$ cat src/rtl/assoc_cache.sv
`default_nettype none
// ============================================================================
// Module   : assoc_cache
// Purpose  : 2-way set-associative, write-back / write-allocate data cache
//            with one-word lines, per-set LRU bit and a simple backing-memory
//            handshake (one request at a time, completed by a mem_ack pulse).
// Revision : 1.0  initial release
// ============================================================================
module assoc_cache #(
  parameter int DW   = 16,
  parameter int AW   = 16,
  parameter int SETS = 8
) (
  input  logic          clk,
  input  logic          rst,
  input  logic [DW-1:0] DataIn,
  input  logic          write,
  input  logic          read,
  input  logic [AW-1:0] MemAddress,
  output logic [DW-1:0] DataOutMainModule,
  output logic          StallPipeline,
  output logic          mem_req,
  output logic          mem_we,
  output logic [AW-1:0] mem_addr,
  output logic [DW-1:0] mem_wdata,
  input  logic [DW-1:0] mem_rdata,
  input  logic          mem_ack
);

  localparam int IW = $clog2(SETS);
  localparam int TW = AW - IW;

  typedef enum logic [1:0] {
    S_IDLE  = 2'd0,
    S_WBACK = 2'd1,
    S_FILL  = 2'd2
  } state_t;

  state_t state_q, state_d;

  // Per-set storage: bit/entry [w] belongs to way w.
  logic [1:0]    valid_q [SETS];
  logic [1:0]    dirty_q [SETS];
  logic [SETS-1:0] lru_q;
  logic [TW-1:0] tag_q   [SETS][2];
  logic [DW-1:0] data_q  [SETS][2];

  // Registered memory-side outputs so they stay put for the whole transaction.
  logic          mem_req_q,   mem_req_d;
  logic          mem_we_q,    mem_we_d;
  logic [AW-1:0] mem_addr_q,  mem_addr_d;
  logic [DW-1:0] mem_wdata_q, mem_wdata_d;
  logic          victim_q,    victim_d;

  logic [IW-1:0] idx;
  logic [TW-1:0] tag;
  logic          access;
  logic          hit0, hit1, hit;
  logic          hit_way;
  logic          victim_way;
  logic          victim_dirty;
  logic          do_hit;
  logic          do_fill;

  assign idx    = MemAddress[IW-1:0];
  assign tag    = MemAddress[AW-1:IW];
  assign access = read | write;

  assign hit0    = valid_q[idx][0] && (tag_q[idx][0] == tag);
  assign hit1    = valid_q[idx][1] && (tag_q[idx][1] == tag);
  assign hit     = hit0 | hit1;
  assign hit_way = ~hit0;

  // Fill an empty way first (way 0 preferred); otherwise evict the LRU way.
  assign victim_way   = !valid_q[idx][0] ? 1'b0 :
                        !valid_q[idx][1] ? 1'b1 : lru_q[idx];
  assign victim_dirty = valid_q[idx][victim_way] && dirty_q[idx][victim_way];

  // FSM state register; reset abandons any in-flight memory transaction.
  always_ff @(posedge clk) begin
    if (!rst) begin
      state_q     <= S_IDLE;
      mem_req_q   <= 1'b0;
      mem_we_q    <= 1'b0;
      mem_addr_q  <= '0;
      mem_wdata_q <= '0;
      victim_q    <= 1'b0;
    end else begin
      state_q     <= state_d;
      mem_req_q   <= mem_req_d;
      mem_we_q    <= mem_we_d;
      mem_addr_q  <= mem_addr_d;
      mem_wdata_q <= mem_wdata_d;
      victim_q    <= victim_d;
    end
  end

  // Next-state logic and the memory request that goes with each new state.
  always_comb begin
    state_d     = state_q;
    mem_req_d   = mem_req_q;
    mem_we_d    = mem_we_q;
    mem_addr_d  = mem_addr_q;
    mem_wdata_d = mem_wdata_q;
    victim_d    = victim_q;
    do_hit      = 1'b0;
    do_fill     = 1'b0;
    case (state_q)
      S_IDLE: begin
        if (access) begin
          if (hit) begin
            do_hit = 1'b1;
          end else begin
            victim_d  = victim_way;
            mem_req_d = 1'b1;
            if (victim_dirty) begin
              state_d     = S_WBACK;
              mem_we_d    = 1'b1;
              mem_addr_d  = {tag_q[idx][victim_way], idx};
              mem_wdata_d = data_q[idx][victim_way];
            end else begin
              state_d    = S_FILL;
              mem_we_d   = 1'b0;
              mem_addr_d = MemAddress;
            end
          end
        end
      end
      S_WBACK: begin
        if (mem_ack) begin
          state_d    = S_FILL;
          mem_we_d   = 1'b0;
          mem_addr_d = MemAddress;
        end
      end
      S_FILL: begin
        if (mem_ack) begin
          state_d   = S_IDLE;
          mem_req_d = 1'b0;
          mem_we_d  = 1'b0;
          do_fill   = 1'b1;
        end
      end
      default: begin
        state_d   = S_IDLE;
        mem_req_d = 1'b0;
        mem_we_d  = 1'b0;
      end
    endcase
  end

  // Status bits: hits refresh LRU (and dirty on stores), fills validate a line.
  always_ff @(posedge clk) begin
    if (!rst) begin
      for (int s = 0; s < SETS; s++) begin
        valid_q[s] <= '0;
        dirty_q[s] <= '0;
      end
      lru_q <= '0;
    end else begin
      if (do_hit) begin
        lru_q[idx] <= ~hit_way;
        if (write) begin
          dirty_q[idx][hit_way] <= 1'b1;
        end
      end
      if (do_fill) begin
        valid_q[idx][victim_q] <= 1'b1;
        dirty_q[idx][victim_q] <= 1'b0;
      end
    end
  end

  // Tag and data arrays carry no reset; valid bits make their content moot.
  always_ff @(posedge clk) begin
    if (do_hit && write) begin
      data_q[idx][hit_way] <= DataIn;
    end
    if (do_fill) begin
      data_q[idx][victim_q] <= mem_rdata;
      tag_q[idx][victim_q]  <= tag;
    end
  end

  // Outputs are forced quiet while reset is held so nothing leaks before the edge.
  assign StallPipeline     = (state_q != S_IDLE) || (access && !hit);
  assign DataOutMainModule = (rst && state_q == S_IDLE && read && !write && hit) ?
                             data_q[idx][hit_way] : '0;
  assign mem_req   = rst & mem_req_q;
  assign mem_we    = rst & mem_we_q;
  assign mem_addr  = rst ? mem_addr_q  : '0;
  assign mem_wdata = rst ? mem_wdata_q : '0;

endmodule
`default_nettype wire

$ cat config.mk
export PLATFORM = sky130hd
export DESIGN_NAME = assoc_cache
export DESIGN_NICKNAME = d
export VERILOG_FILES = /design/src/rtl/assoc_cache.sv
export SDC_FILE = /design/constraint.sdc
export NUM_CORES = 1
export LEC_CHECK = 0
export BUFFER_PORTS_ARGS = -buffer_cell sky130_fd_sc_hd__buf_2
export CAP_MARGIN = 10
export CORE_MARGIN = 2
export CORE_UTILIZATION = 55
export DETAILED_ROUTE_END_ITERATION = 8
export PLACE_DENSITY = 0.74
export SYNTH_ARGS = -nofsm -noshare
export SYNTH_HDL_FRONTEND = slang
export SYNTH_SLANG_ARGS = --single-unit
$ cat constraint.sdc
create_clock -name clk -period 7.15 [get_ports clk]
set_clock_uncertainty 0.15 [all_clocks]
set_input_delay 0.3575 -clock clk [delete_from_list [all_inputs] [get_ports clk]]
set_output_delay 0.3575 -clock clk [all_outputs]
set_load 0.02 [all_outputs]
==> flow_summary.json <==
{
  "synthSimpleGateAreaFrac_pct": 7.96,
  "yosysMostFrequentCell": "edfxtp_1",
  "syn_inst": 1488,
  "first_global_vias": 13042,
  "crit_path_start_kind": "primary input",
  "stdcell_count": 2173,
  "cts_hold_buf": 0,
  "power.leakage_nw": 8.61,
  "clockRootBuffer": "clkbuf_16",
  "cp_max_fo": 46,
  "syn2layout_area_growth_pct": 13.0,
  "maxSlewViolCount": 0,
  "vias_per_cell": 6.31,
  "core_area_sq_um": 40000,
  "vias": 13716,
  "ys_top_cells_by_count": "edfxtp_1 (480), nor2_1 (145), nand2_1 (107)",
  "grt_max_degree": 73,
  "dp_hpwl_mm": 35.0,
  "utilization_pct": 63.3,
  "port_buffers": 103,
  "die_w_um": 206,
  "overflow": 0,
  "crit_path_end_kind": "primary output",
  "drt_iter0_markers": 1706,
  "yosys-top-cells-area": "edfxtp_1 (64%), dfxtp_1 (5.5%), mux2i_1 (4.3%)",
  "netlist_area_sq_um": 22400,
  "wire_per_inst_um": 25.7,
  "fin_tns_setup_ns": 0,
  "vdd_drop_max_mv": 0.183,
  "grt_usage_pct": 27.0,
  "totalPowerFinal_mw": 6.79,
  "rsz0062_at_grt": "false",
  "rows": 73,
  "worst_slew_pin_slew_ns": 1.28,
  "antenna_left": 0,
  "synthesis.nets": 1544,
  "synth_seq_cells": 541,
  "synth_top_area_share_pct": 64.3,
  "synth_fa_ha_area_share_pct": 0.168,
  "synth-compound-area-share_pct": 8.10,
  "totalWireLength_mm": 55.9,
  "insertion_delay_ns": 0.60,
  "gp_congestion": 0.908,
  "synth_top_family_by_area": "multiplexers",
  "antenna_found_initial": 2,
  "drc": 0,
  "maxSlewHeadroom_pct": 14.5,
  "fin_crit_ns": 5.31,
  "dieArea_sq_um": 42400,
  "yosys.area.top_type": "edfxtp_1",
  "die_h_um": 206,
  "drtPass1Iterations": 5,
  "syn_avg_cell_area_sq_um": 15.1,
  "hp-class": "primary input to flop",
  "design_area_sq_um": 25300,
  "async_flop_share_pct": 0,
  "setup_violations": 0,
  "max_freq_mhz": 188,
  "run_status": "finished, final reports clean",
  "synth_edf_count": 480,
  "crit_required_ns": 6.64,
  "holdWs_ns": 0.0356,
  "yosysWarnings": 0,
  "cts_buffer_depth": 3,
  "numCtsBuffers": 53,
  "hold_viol": 0,
  "ys_seq_area_share_pct": 69.8,
  "ios": 104,
  "cts_tree": "yes",
  "synth-xor-area-share_pct": 1.06,
  "drive_gt1_share_pct": 20.4,
  "start_util_pct": 56.0,
  "post-cts-setup-buffers": 0,
  "critical_path_class": "primary input to primary output",
  "synthDistinctLibCells": 60,
  "h-tree-depth": 2,
  "grt_pass1_wl_mm": 83.4,
  "synthFlopType": "edfxtp_1",
  "fillers": 2864,
  "clk_pin_slew_worst_paths_ns": 0.06,
  "dpl_cell_area_sq_um": 23600,
  "worst_slack_ns": 1.84,
  "power_density_nw_per_um2": 268,
  "place_ws_ns": 1.82,
  "layout.nets": 1661,
  "synth.mux.area_fraction_pct": 10.8,
  "maxCapViolCount": 0,
  "cp.arrival_ns": 4.80,
  "cts_resized": 0,
  "period_share_pct": 74.2,
  "clock_sinks": 541,
  "dp.cells": 2075
}
[cells in the final DEF (no fill, tap or decap), drive strengths merged, types with 4 or more instances in the layout]
master and n:
clkinv 25, bufinv 7, inv 10, mux2i 97, a221o 8, nand4 15
clkbuf 66, nor3 27, nor2 146, o21a 4, nand3 10, nand2 107
and3 14, a211oi 15, o22ai 12, dfxtp 61, o21ai 43, xnor2 16
a311oi 4, a21oi 24, nand2b 7, a22o 13, nor4 5, a221oi 22
edfxtp 480, nor2b 7, xor2 11, o22a 8, a22oi 73, mux2 36
buf 154, mux4 46, and2 39, a31oi 5
[layer usage]
metal / up-vias / wire length (um) / global-route usage (%)
met5: - / 0 / 0
met4: 0 / 960 / 7.07
met3: 71 / 6630 / 6.48
met2: 793 / 24800 / 38.6
met1: 6845 / 23600 / 41.6
li1: 6007 / - / -
[cell type report]
type	instances	area (sq um)	share of cell area [%]
sequential	541	15600	61.7
clock inverter	30	324	1.28
tap	525	657	2.59
timing repair buffer	154	903	3.57
antenna	2	5.00	0.0198
inverter	13	48.8	0.193
clock buffer	66	1400	5.51
multi-input combinational	842	6350	25.1
[kinds of logic (layout without fill, tap and decap cells)]
| logic type | Yosys count | after routing |
|---|---|---|
| buffers and inverters | 105 | 263 |
| XOR/XNOR | 27 | 27 |
| adder cells (fa/ha/maj) | 3 | 3 |
| other | 0 | 2 |
| AO/OA/AOI/OAI | 246 | 246 |
| AND/OR/NAND/NOR | 387 | 387 |
| flip-flops | 541 | 541 |
| multiplexers | 179 | 179 |
[critical path, stage by stage]
cell     delay, ns
buf_4         0.53
buf_4         0.55
mux4_2        0.59
o21ai_0       0.46
xnor2_1       0.16
nor4_1        0.17
and4b_1       0.61
nor2_2        0.17
or4b_4        0.71
nor3_1        0.24
buf_2         0.20
[flip-flops by register name, summed over array words and instances, names as in the netlist]
signal,count
data_q,256
tag_q,208
dirty_q,16
mem_addr_q,16
mem_wdata_q,16
valid_q,16
lru_q,8
state_q,2
mem_req_q,1
mem_we_q,1
victim_q,1
[report_power, final]
part / leakage, nW / internal (mW) / switching, mW
registers: 4.84 / 3.49 / 0.0160
clock network: 0.833 / 1.63 / 1.15
logic: 2.93 / 0.158 / 0.341
total: 8.61 / 5.28 / 1.51
[path summary, 6_finish.rpt]
check	start	to	slack (ns)	cells past startpoint
worst max-delay path	MemAddress[1]	DataOutMainModule[0]	1.84	11
worst min-delay path	mem_rdata[1]	data_q[3][1]	0.04	2
worst max register to register	tag_q[4][20]	data_q[0][31]	3.00	10
worst min register to register	valid_q[3][0]	valid_q[3][0]	0.32	2
(Power assumes the default switching activity.)
